[config.mk]
export PLATFORM = sky130hd
export DESIGN_NAME = pipe_hazard_ctrl_flat
export DESIGN_NICKNAME = d
export VERILOG_FILES = /design/src/rtl/pipe_hazard_ctrl_pkg.sv /design/src/rtl/pipe_hazard_ctrl_if.sv /design/src/rtl/pipe_hazard_ctrl_hazard_detect.sv /design/src/rtl/pipe_hazard_ctrl.sv /design/src/flat_wrapper.sv
export SDC_FILE = /design/constraint.sdc
export NUM_CORES = 1
export LEC_CHECK = 0
export ABC_AREA = 1
export CORE_MARGIN = 10
export CORE_UTILIZATION = 30
export DETAILED_ROUTE_END_ITERATION = 16
export GPL_ROUTABILITY_DRIVEN = 0
export PLACE_DENSITY = 0.62
export SETUP_SLACK_MARGIN = 0.3
export SYNTH_ARGS = -nofsm -noshare
export SYNTH_HDL_FRONTEND = slang
export SYNTH_SLANG_ARGS = --single-unit
[constraint.sdc]
create_clock -name clk -period 2.46 [get_ports clk]
set_input_delay 0.492 -clock clk [delete_from_list [all_inputs] [get_ports clk]]
set_output_delay 0.492 -clock clk [all_outputs]
set_load 0.02 [all_outputs]
[src/rtl/pipe_hazard_ctrl_pkg.sv]
// Shared definitions for the pipeline stall/flush sequencer: state encoding,
// the bubble instruction and the packed control bundle.
package pipe_hazard_ctrl_pkg;

    localparam logic [1:0] ST_HOLD     = 2'd0;
    localparam logic [1:0] ST_RUN      = 2'd1;
    localparam logic [1:0] ST_MEM_WAIT = 2'd2;
    localparam logic [1:0] ST_FAULT    = 2'd3;

    // addi x0, x0, 0 -- loaded by the pipeline registers when flushed
    localparam logic [31:0] NOP_BUBBLE = 32'h0000_0013;

    typedef struct packed {
        logic pc_en;
        logic ifid_en;
        logic idex_en;
        logic exmem_en;
        logic memwb_en;
        logic ifid_flush;
        logic idex_flush;
    } ctrl_t;

    // en is {pc, ifid, idex, exmem, memwb}; fl is {ifid_flush, idex_flush}
    function automatic ctrl_t make_ctrl(input logic [4:0] en, input logic [1:0] fl);
        return ctrl_t'({en, fl});
    endfunction

endpackage

[src/rtl/pipe_hazard_ctrl_if.sv]
// Hazard-control bundle between the pipeline datapath (master) and the
// stall/flush sequencer (slave).
interface pipe_hazard_ctrl_if #(
    parameter int REG_ADDR_W = 5,
    parameter int CNT_W      = 32
);

    logic [REG_ADDR_W-1:0] ifid_rs1;
    logic [REG_ADDR_W-1:0] ifid_rs2;
    logic [REG_ADDR_W-1:0] idex_rd;
    logic                  idex_mem_read;
    logic                  branch_taken;
    logic                  imem_ready;
    logic                  dmem_req;
    logic                  dmem_ready;

    logic                  pc_en;
    logic                  ifid_en;
    logic                  idex_en;
    logic                  exmem_en;
    logic                  memwb_en;
    logic                  ifid_flush;
    logic                  idex_flush;
    logic                  fault;
    logic [CNT_W-1:0]      stall_count;

    modport master (
        output ifid_rs1, ifid_rs2, idex_rd, idex_mem_read, branch_taken,
               imem_ready, dmem_req, dmem_ready,
        input  pc_en, ifid_en, idex_en, exmem_en, memwb_en,
               ifid_flush, idex_flush, fault, stall_count
    );

    modport slave (
        input  ifid_rs1, ifid_rs2, idex_rd, idex_mem_read, branch_taken,
               imem_ready, dmem_req, dmem_ready,
        output pc_en, ifid_en, idex_en, exmem_en, memwb_en,
               ifid_flush, idex_flush, fault, stall_count
    );

endinterface

[src/rtl/pipe_hazard_ctrl_hazard_detect.sv]
// Combinational load-use comparator: flags a decode instruction that reads
// the destination of a load still sitting in execute.
module hazard_detect #(
    parameter int REG_ADDR_W = 5
) (
    input  logic [REG_ADDR_W-1:0] i_rs1,
    input  logic [REG_ADDR_W-1:0] i_rs2,
    input  logic [REG_ADDR_W-1:0] i_rd,
    input  logic                  i_mem_read,
    output logic                  o_load_use
);

    // x0 is hardwired to zero, so a load targeting it never creates a dependency
    assign o_load_use = i_mem_read && (i_rd != '0) &&
                        ((i_rd == i_rs1) || (i_rd == i_rs2));

endmodule

[src/rtl/pipe_hazard_ctrl.sv]
// Central stall/flush sequencer for the 5-stage pipeline; Mealy controls
// decoded from state and current hazards, state updated on the falling edge.
module pipe_hazard_ctrl
    import pipe_hazard_ctrl_pkg::*;
#(
    parameter int REG_ADDR_W  = 5,
    parameter int HOLD_CYCLES = 4,
    parameter int MEM_TIMEOUT = 255,
    parameter int CNT_W       = 32
) (
    input  logic               clk,
    input  logic               reset,
    pipe_hazard_ctrl_if.slave  hz
);

    localparam int HOLD_W = $clog2(HOLD_CYCLES + 1);
    localparam int WAIT_W = $clog2(MEM_TIMEOUT + 1);
    localparam logic [HOLD_W-1:0] HOLD_LAST = HOLD_W'(HOLD_CYCLES - 1);
    localparam logic [WAIT_W-1:0] WAIT_LAST = WAIT_W'(MEM_TIMEOUT);

    logic [1:0]        r_state;
    logic [HOLD_W-1:0] r_hold_cnt;
    logic [WAIT_W-1:0] r_wait_cnt;
    logic [CNT_W-1:0]  r_stall_count;

    logic [1:0]        w_next_state;
    logic              w_load_use;
    logic              w_mem_stall;
    logic              w_stall_edge;
    ctrl_t             w_run_ctrl;
    ctrl_t             w_ctrl;

    hazard_detect #(
        .REG_ADDR_W (REG_ADDR_W)
    ) u_hazard_detect (
        .i_rs1      (hz.ifid_rs1),
        .i_rs2      (hz.ifid_rs2),
        .i_rd       (hz.idex_rd),
        .i_mem_read (hz.idex_mem_read),
        .o_load_use (w_load_use)
    );

    assign w_mem_stall = hz.dmem_req && !hz.dmem_ready;

    // A taken branch discards the dependent instruction, so it outranks load-use
    always_comb begin
        w_run_ctrl = make_ctrl(5'b11111, 2'b00);
        if (hz.branch_taken)
            w_run_ctrl = make_ctrl(5'b11111, 2'b11);
        else if (w_load_use)
            w_run_ctrl = make_ctrl(5'b00111, 2'b01);
        else if (!hz.imem_ready)
            w_run_ctrl = make_ctrl(5'b01111, 2'b10);
    end

    always_comb begin
        w_ctrl       = make_ctrl(5'b00000, 2'b00);
        w_next_state = r_state;
        case (r_state)
            ST_HOLD: begin
                w_ctrl = make_ctrl(5'b00000, 2'b11);
                if (r_hold_cnt == HOLD_LAST)
                    w_next_state = ST_RUN;
            end
            ST_RUN: begin
                if (w_mem_stall)
                    w_next_state = ST_MEM_WAIT;
                else
                    w_ctrl = w_run_ctrl;
            end
            ST_MEM_WAIT: begin
                if (hz.dmem_ready) begin
                    w_ctrl       = w_run_ctrl;
                    w_next_state = ST_RUN;
                end else if (r_wait_cnt == WAIT_LAST) begin
                    w_next_state = ST_FAULT;
                end
            end
            ST_FAULT: w_next_state = ST_FAULT;
            default:  w_next_state = ST_HOLD;
        endcase
    end

    assign w_stall_edge = ((r_state == ST_RUN) || (r_state == ST_MEM_WAIT)) && !w_ctrl.pc_en;

    always_ff @(negedge clk or negedge reset) begin
        if (!reset) begin
            r_state       <= ST_HOLD;
            r_hold_cnt    <= '0;
            r_wait_cnt    <= '0;
            r_stall_count <= '0;
        end else begin
            r_state <= w_next_state;
            if (r_state == ST_HOLD)
                r_hold_cnt <= r_hold_cnt + 1'b1;
            if ((r_state == ST_RUN) && w_mem_stall) begin
                r_wait_cnt <= WAIT_W'(1);
            end else if (r_state == ST_MEM_WAIT) begin
                if (hz.dmem_ready)
                    r_wait_cnt <= '0;
                else if (r_wait_cnt != WAIT_LAST)
                    r_wait_cnt <= r_wait_cnt + 1'b1;
            end
            if (w_stall_edge && (r_stall_count != '1))
                r_stall_count <= r_stall_count + 1'b1;
        end
    end

    assign hz.pc_en       = w_ctrl.pc_en;
    assign hz.ifid_en     = w_ctrl.ifid_en;
    assign hz.idex_en     = w_ctrl.idex_en;
    assign hz.exmem_en    = w_ctrl.exmem_en;
    assign hz.memwb_en    = w_ctrl.memwb_en;
    assign hz.ifid_flush  = w_ctrl.ifid_flush;
    assign hz.idex_flush  = w_ctrl.idex_flush;
    assign hz.fault       = (r_state == ST_FAULT);
    assign hz.stall_count = r_stall_count;

endmodule

[src/flat_wrapper.sv]
// flat-port wrapper written by rule: the top's interface ports become plain ports
module pipe_hazard_ctrl_flat import pipe_hazard_ctrl_pkg::*;
#(
    parameter int REG_ADDR_W  = 5,
    parameter int HOLD_CYCLES = 4,
    parameter int MEM_TIMEOUT = 255,
    parameter int CNT_W       = 32
)
  (clk, reset, hz_ifid_rs1, hz_ifid_rs2, hz_idex_rd, hz_idex_mem_read, hz_branch_taken, hz_imem_ready, hz_dmem_req, hz_dmem_ready, hz_pc_en, hz_ifid_en, hz_idex_en, hz_exmem_en, hz_memwb_en, hz_ifid_flush, hz_idex_flush, hz_fault, hz_stall_count);
  pipe_hazard_ctrl_if #(.REG_ADDR_W(REG_ADDR_W), .CNT_W(CNT_W)) hz_i ();
  input  logic clk;
  input  logic reset;
  input wire logic [$bits(hz_i.ifid_rs1)-1:0] hz_ifid_rs1;
  input wire logic [$bits(hz_i.ifid_rs2)-1:0] hz_ifid_rs2;
  input wire logic [$bits(hz_i.idex_rd)-1:0] hz_idex_rd;
  input wire logic [$bits(hz_i.idex_mem_read)-1:0] hz_idex_mem_read;
  input wire logic [$bits(hz_i.branch_taken)-1:0] hz_branch_taken;
  input wire logic [$bits(hz_i.imem_ready)-1:0] hz_imem_ready;
  input wire logic [$bits(hz_i.dmem_req)-1:0] hz_dmem_req;
  input wire logic [$bits(hz_i.dmem_ready)-1:0] hz_dmem_ready;
  output wire logic [$bits(hz_i.pc_en)-1:0] hz_pc_en;
  output wire logic [$bits(hz_i.ifid_en)-1:0] hz_ifid_en;
  output wire logic [$bits(hz_i.idex_en)-1:0] hz_idex_en;
  output wire logic [$bits(hz_i.exmem_en)-1:0] hz_exmem_en;
  output wire logic [$bits(hz_i.memwb_en)-1:0] hz_memwb_en;
  output wire logic [$bits(hz_i.ifid_flush)-1:0] hz_ifid_flush;
  output wire logic [$bits(hz_i.idex_flush)-1:0] hz_idex_flush;
  output wire logic [$bits(hz_i.fault)-1:0] hz_fault;
  output wire logic [$bits(hz_i.stall_count)-1:0] hz_stall_count;
  assign hz_i.ifid_rs1 = hz_ifid_rs1;
  assign hz_i.ifid_rs2 = hz_ifid_rs2;
  assign hz_i.idex_rd = hz_idex_rd;
  assign hz_i.idex_mem_read = hz_idex_mem_read;
  assign hz_i.branch_taken = hz_branch_taken;
  assign hz_i.imem_ready = hz_imem_ready;
  assign hz_i.dmem_req = hz_dmem_req;
  assign hz_i.dmem_ready = hz_dmem_ready;
  assign hz_pc_en = hz_i.pc_en;
  assign hz_ifid_en = hz_i.ifid_en;
  assign hz_idex_en = hz_i.idex_en;
  assign hz_exmem_en = hz_i.exmem_en;
  assign hz_memwb_en = hz_i.memwb_en;
  assign hz_ifid_flush = hz_i.ifid_flush;
  assign hz_idex_flush = hz_i.idex_flush;
  assign hz_fault = hz_i.fault;
  assign hz_stall_count = hz_i.stall_count;
  pipe_hazard_ctrl #(.REG_ADDR_W(REG_ADDR_W), .HOLD_CYCLES(HOLD_CYCLES), .MEM_TIMEOUT(MEM_TIMEOUT), .CNT_W(CNT_W)) u_core (.clk(clk), .reset(reset), .hz(hz_i));
endmodule
# After elaboration in Yosys (flattened, before gate mapping)

Index checks and enable logic that the tools add are counted.

Add/sub/neg operators: 3
Equality and inequality tests: 12
Mux-type cells: 15
Reductions and logical operators: 16

Operators with widths:

| operator                | number |
|---|---|
| $mux W7                 | 5 |
| $add A32 B1 Y32 const B | 1 |
| $mux W8                 | 4 |
| $ne A32 B32 Y1 const B  | 1 |
| $pmux W7 S3             | 1 |
| $eq A5 B5 Y1            | 2 |
| $add A8 B1 Y8 const B   | 1 |
| $eq A8 B8 Y1 const B    | 1 |
| $mux W2                 | 4 |
| $ne A8 B8 Y1 const B    | 1 |
| $pmux W2 S4             | 1 |
| $logic_and A1 B1 Y1     | 6 |
| $reduce_bool A5 Y1      | 1 |
| $eq A2 B2 Y1 const B    | 2 |
| $ne A2 B1 Y1 const B    | 2 |
| $add A3 B1 Y3 const B   | 1 |
| $eq A3 B2 Y1 const B    | 1 |
| $ne A3 B2 Y1 const B    | 1 |
| $reduce_and A3 Y1       | 1 |
| $reduce_bool A3 Y1      | 1 |
| $eq A2 B1 Y1 const B    | 1 |
| $logic_not A1 Y1        | 2 |
| $logic_not A2 Y1        | 1 |
| $logic_or A1 B1 Y1      | 2 |
| 2 further kinds         | 2 |

Register bits after elaboration: 45
Input bits: 22
Output and inout port bits: 40
Word-level logic and storage cells: 50

# Longest topological paths before layout

Gate-level depths: netlist of run 1.

Depth after elaboration: 10
Gate-level depth with buffers: 12
Depth with buffers taken out: 11

# Hierarchy

Synthesis of run 1 repeated with hierarchy kept, for this count alone.

Cells, all modules: 527
Area, all modules: 3315.7 sq um

By module, submodules not included:

| module           | times used | cells an instance | area an instance (sq um) | sequential area each (sq um) |
|---|---|---|---|---|
| pipe_hazard_ctrl | 1          | 482               | 3120.5                   | 1126.1 |
| hazard_detect    | 1          | 45                | 195.2                    | 0.0 |

==> metrics.md, run 1 <==
| Metric | Value |
|---|---|
| Ys flop type | `dfrtn_1` |
| Reg2reg start | `u_core.hz.stall_count[8]` |
| Most common library cell in the layout ignoring fill and taps | `nand2_1` |
| Maximum vdd ir drop | `704 uV` |
| Syn_nets | `523` |
| Critical Path RT | `1970 ps` |
| Seq cells post-synth | `45` |
| Cell area after synthesis | `3280 um2` |
| Starting Density | `30.5%` |
| Hold Crit Endpoint | `u_core.r_hold_cnt[1]` |
| Worst skew pair latency | `300 ps` |
| Setup TNS | `-33,940 ps` |
| IO buf count | `61` |
| Register area share after synthesis | `34.4%` |
| Filler instances | `1,034` |
| Row count | `38` |
| Clk_skew | `4.96 ps` |
| Root Buffer | `clkbuf_8` |
| Status | `finished with violations` |
| Post-synth EDFFs | `0` |
| Worst Max-Slew Pin Slew | `540 ps` |
| Drt drc | `0` |
| Grt total ovfl | `0` |
| Post-DR wirelength/cell | `13.1 um` |
| Largest net degree at the start of global routing | `46` |
| Relative slew slack | `63.9%` |
| Vias | `3,694` |
| # diodes | `0` |
| Number of failing hold endpoints at the final stage | `0` |
| Total die area | `15,500 um2` |
| Placed cell area | `4490 um2` |
| Worst setup SP type | `flop` |
| Setup WS post-layout | `-1000 ps` |
| Post-DP HPWL | `7680 um` |
| Hold buffer count at cts | `0` |
| Vias in the first global route | `3,671` |
| Clk buf depth | `2` |
| Die Ht | `125 um` |
| CTS buffer count | `5` |
| R2R depth | `10` |
| Max-cap viol count | `0` |
| Dpl cells | `739` |
| Finished Layout Cells | `794` |
| Vias/cell | `4.65` |
| Gr usage total | `13.0%` |
| RR Endpoint | `u_core.hz.stall_count[3]` |
| Nets@finish | `684` |
| Failing checks | `setup timing` |
| Drt total wl | `10,400 um` |
| End-of-flow core utilization | `49.8%` |
| Synth cell types | `26` |
| Ys Warns | `0` |
| Die W | `125 um` |
| First-pass GRT wire length | `17,400 um` |
| Async set-reset flop share out of synthesis | `100%` |
| Hold Path Class | `flop to flop` |
| Reg2reg setup slack | `110 ps` |
| DP Worst Slack | `-1170 ps` |
| Synthesized area per cell | `6.66 um2` |
| Area of the multi-input gates | `2040 um2` |
| TritonRoute pass-1 iters | `4` |
| RSZ-0062 raised after global routing | `true` |
| Cells after Synth | `492` |
| Critical Path Sink Type | `output pin` |
| PD cells | `879 nW/um2` |
| Share of layout cells above drive strength 1 | `36.4%` |
| Core ar. | `10,700 um2` |
| Clock Sinks | `45` |
| DRC violation total after the first TritonRoute iteration | `234` |
| Cell area after layout | `5350 um2` |
| Commonest non-fill, non-tap cells in the layout | `164 x nand2_1, 80 x buf_4, 62 x buf_6` |
| Final number of setup-violating endpoints | `82` |
| Register area | `1130 um2` |
| Worst path arrival time | `2970 ps` |
| Htree depth | `2` |
| DRT antenna net count | `0` |
| Initial antenna violation count | `0` |
| Layout area overhead | `63.1%` |
| I/O pin count | `62` |
| Hold Crit Depth | `2` |
| Clock transition at path regs | `60 ps` |
| Hold_sp | `u_core.r_hold_cnt[1]` |
| Max Fanout on Critical Path | `4` |
| Slew Limit Fails | `0` |
| Leak | `2.77 nW` |
| Setup Crit Path Kind | `flop to output pin` |
| CTS tree | `yes` |
==> registers in the layout, summed over array words and instances (netlist names) <==
register / cells
u_core.hz.stall_count: 32
u_core.r_hold_cnt: 3
u_core.r_state: 2
u_core.r_wait_cnt: 8
==> routing by layer <==
metal | routed length, um | part of all wire, % | vias up | global-route usage [%]
li1 | - | - | 1886 | -
met1 | 4380 | 42 | 1714 | 15.4
met2 | 5330 | 51 | 75 | 23.4
met3 | 462 | 4.4 | 19 | 2.55
met4 | 233 | 2.2 | 0 | 3.15
met5 | 0 | 0 | - | 0
==> cell families (layout without fill, tap and decap cells) <==
group,Yosys count,in the layout,synth area share [%]
AOI/OAI and AO/OA,22,22,3.86
adders and majority gates,9,9,3.44
and+or+nand+nor,322,322,42.7
buffers and inverters,70,232,9.20
xor gates and xnor gates,24,24,6.41
DFF,45,45,34.4
==> through the flow <==
step	power (mW)	hold slack, ps
floorplan	2.17	406
global placement	2.86	419
detailed placement	2.89	438
CTS	4.49	442
global route	4.99	477
finish	4.70	439
==> worst max-delay path by stage <==
stage / startpoint / endpoint / slack (ps) / depth (start not counted)
floorplan: u_core.r_state[0] / hz_pc_en / -730 / 8
global placement: u_core.r_state[0] / hz_pc_en / -1160 / 8
detailed placement: hz_idex_rd[4] / u_core.hz.stall_count[16] / -1170 / 13
CTS: u_core.r_state[0] / hz_idex_flush / -930 / 8
global route: u_core.r_state[1] / hz_ifid_flush / -1080 / 9
finish: u_core.r_state[0] / hz_ifid_flush / -1000 / 8
==> worst max-delay path, stage by stage (launching register included) <==
cell and delay, ps:
dfrtn_1 450, ha_2 190, inv_2 50, nor2_4 90
inv_2 60, a21oi_4 220, nand2_2 90, o21ai_2 150
buf_6 130
==> cell usage after synthesis, types with 2 or more instances <==
library cell	number	area (um2)
nand2_1	191	717
ha_1	9	113
nand3b_1	8	60.1
clkbuf_1	2	7.51
buf_1	2	7.51
nor2_1	56	210
buf_4	2	15.0
nand4_1	38	238
nand3_2	3	30.0
o21ai_0	11	55.1
a21oi_1	8	40.0
buf_6	3	33.8
buf_2	7	35.0
nor2_2	5	31.3
nand3_1	10	50.1
xnor2_1	6	52.6
nor3_1	9	45.0
inv_1	52	195
xor2_1	18	158
inv_2	2	7.51
dfrtn_1	45	1130
==> final cells by class <==
cell class | count | area share (%)
Clock buffer | 7 | 1.61
Clock inverter | 1 | 0.562
Sequential cell | 45 | 21.1
Tap cell | 140 | 3.28
Multi-Input combinational cell | 377 | 38.1
Timing Repair Buffer | 170 | 31.2
Inverter | 54 | 4.17
==> what timing repair did <==
item / 4_1_cts / 5_1_grt
setup endpoints to repair: 82 / 82
pin swaps: 28 / 12
resized for setup: 376 / 29
gates cloned: 4 / 0
buffers inserted: 26 / 17
==> report_power, final <==
| part | internal [mW] | total (mW) | switching (mW) |
|---|---|---|---|
| Sequential | 0.861 | 0.943 | 0.0819 |
| Clock | 0.332 | 0.585 | 0.253 |
| Combinational | 1.65 | 3.17 | 1.53 |
| Total | 2.84 | 4.70 | 1.86 |
Power figures use the tool's default switching activity.
==> run 2, diff against run 1 <==
CORE_ASPECT_RATIO = 1.5   (was unset)
SKIP_LAST_GASP = 1   (was unset)
==> run 2 against run 1 <==
The flow still finishes with violations (setup timing). Combinational power is 11% higher. Non-clock buffer count is 9 higher. Clock skew is 2.0 ps higher. Flip-flop and latch count stayed put. Utilization is 3.0 points higher. Total power is 9.5% higher. Die area is 0.56% higher. Critical endpoint unchanged.
==> metrics.md, run 2 (synthesis results as in run 1) <==
| Metric | Value |
|---|---|
| Max Fanout on Critical Path | `5` |
| Max-cap viol count | `0` |
| Slew Limit Fails | `0` |
| Status | `finished with violations` |
| Worst path arrival time | `2930 ps` |
| TritonRoute pass-1 iters | `4` |
| Total die area | `15,600 um2` |
| Vias in the first global route | `3,888` |
| Power Total | `5.15 mW` |
| Post-DP HPWL | `7860 um` |
| Share of layout cells above drive strength 1 | `38.2%` |
| Clk_skew | `6.98 ps` |
| CTS buffer count | `5` |
| R2R depth | `11` |
| Grt total ovfl | `0` |
| Initial antenna violation count | `0` |
| Worst skew pair latency | `310 ps` |
| DRC violation total after the first TritonRoute iteration | `123` |
| Hold Path Class | `flop to flop` |
| Switching fraction of total power | `39.2%` |
| Placed cell area | `4520 um2` |
| Number of failing hold endpoints at the final stage | `0` |
| Clock power frac | `13.0%` |
| Worst Max-Slew Pin Slew | `500 ps` |
| Layout area overhead | `71.3%` |
| Max reg flops | `32` |
| Critical Path Sink | `hz_ifid_flush` |
| Gr usage total | `14.7%` |
| Post-DR wirelength/cell | `14.5 um` |
| PD cells | `916 nW/um2` |
| Nets@finish | `693` |
| Failing checks | `setup timing` |
| Core ar. | `10,600 um2` |
| Worst Setup SP | `u_core.r_state[1]` |
| Starting Density | `30.8%` |
| I/O pin count | `62` |
| Root Buffer | `clkbuf_16` |
| Die Ht | `148 um` |
| Flop pwr share | `18.5%` |
| Clock Sinks | `45` |
| Reg2reg setup slack | `160 ps` |
| Critical Path RT | `1970 ps` |
| Drt total wl | `11,600 um` |
| Switching Power | `2.02 mW` |
| Relative slew slack | `66.5%` |
| RSZ-0062 raised after global routing | `true` |
| IO buf count | `61` |
| Largest net degree at the start of global routing | `46` |
| CTS tree | `yes` |
| Cell area after layout | `5620 um2` |
| Final number of setup-violating endpoints | `81` |
| Filler instances | `973` |
| Maximum vdd ir drop | `646 uV` |
| # diodes | `0` |
| Int Power | `3.13 mW` |
| Clk buf depth | `2` |
| Commonest non-fill, non-tap cells in the layout | `166 x nand2_1, 84 x buf_4, 63 x buf_6` |
| RR Endpoint | `u_core.hz.stall_count[25]` |
| Die W | `105 um` |
| Hold buffer count at cts | `0` |
| Comb power frac | `68.5%` |
| Leak | `2.89 nW` |
| Worst setup SP type | `flop` |
| Setup WS post-layout | `-962 ps` |
| Critical Path Sink Type | `output pin` |
| Vias/cell | `4.80` |
| Row count | `46` |
| DRT antenna net count | `0` |
| Most common library cell in the layout ignoring fill and taps | `nand2_1` |
| End-of-flow core utilization | `52.7%` |
| Htree depth | `2` |
| Setup Crit Path Kind | `flop to output pin` |
| Clock transition at path regs | `40 ps` |
| First-pass GRT wire length | `18,800 um` |
| Reg2reg start | `u_core.hz.stall_count[4]` |
| Vias | `3,866` |
| Drt drc | `0` |
[run 2: cell count changes in the layout (fill, tap and decap cells not counted), moves of 4 or more]
cell | before | now
buf_12 | 4 | 10
clkbuf_8 | 6 | 1
clkbuf_16 | 0 | 5
buf_4 | 80 | 84
nand2_2 | 25 | 20
inv_1 | 41 | 37
[run 2: repair_timing]
item	4_1_cts	5_1_grt
endpoints found under the setup margin	82	82
gates resized for setup	374	59
cloned	8	0
pin swaps	49	44
setup buffers	33	13
[run 2: final cells by class]
class                           count  area [um2]  area share, %
Timing Repair Buffer              179        1860           33.1
Clock buffer                        7         143           2.54
Inverter                           54         233           4.14
Multi-Input combinational cell    377        2070           36.9
Tap cell                          144         180           3.21
Sequential cell                    45        1130           20.0
[run 2: worst min path at each step]
| stage | start | cells after the start | to | slack, ps |
|---|---|---|---|---|
| 2_1_floorplan | u_core.r_hold_cnt[1] | 2 | u_core.r_hold_cnt[1] | 410 |
| 3_3_place_gp | u_core.r_hold_cnt[1] | 2 | u_core.r_hold_cnt[1] | 420 |
| 3_5_place_dp | u_core.r_hold_cnt[0] | 1 | u_core.r_hold_cnt[0] | 440 |
| 4_1_cts | u_core.r_hold_cnt[1] | 2 | u_core.r_hold_cnt[1] | 440 |
| 5_1_grt | u_core.r_hold_cnt[0] | 1 | u_core.r_hold_cnt[0] | 470 |
| 6_report | u_core.r_hold_cnt[1] | 2 | u_core.r_hold_cnt[1] | 440 |
[run 2: power by group through the flow]
stage          Combinational, mW  Clock (mW)  Sequential [mW]
3_5_place_dp                1.99           0            0.947
5_1_grt                     3.72       0.720            0.961
3_3_place_gp                1.96           0            0.940
6_report                    3.53       0.668            0.952
4_1_cts                     3.15       0.690            0.942
2_1_floorplan               1.16           0             1.01
[run 2: through the flow]
step / instances / hold WS, ps / TNS (ps) / worst slack, ps
after floorplan: 492 / 406 / -16740 / -731
after global placement: 745 / 420 / -59440 / -1130
after detailed placement: 745 / 444 / -61640 / -1190
after CTS: 793 / 443 / -39130 / -950
after global routing: 806 / 466 / -45080 / -1050
final: 806 / 444 / -40270 / -962
[run 2: layer usage]
layer	GRT usage (%)	part of all wire, %	vias to the layer above
li1	-	-	1909
met1	14.4	37	1806
met2	27.5	54	114
met3	3.35	4.6	37
met4	8.54	4.8	0
met5	0	0	-
[run 2: critical path, cell delays in order, from the launching register on]
cell and delay [ps]:
dfrtn_1 380, inv_2 100, ha_4 130, inv_2 30
nor2_2 80, inv_2 60, a21oi_4 230, nand2_2 90
o21ai_2 150, buf_6 130
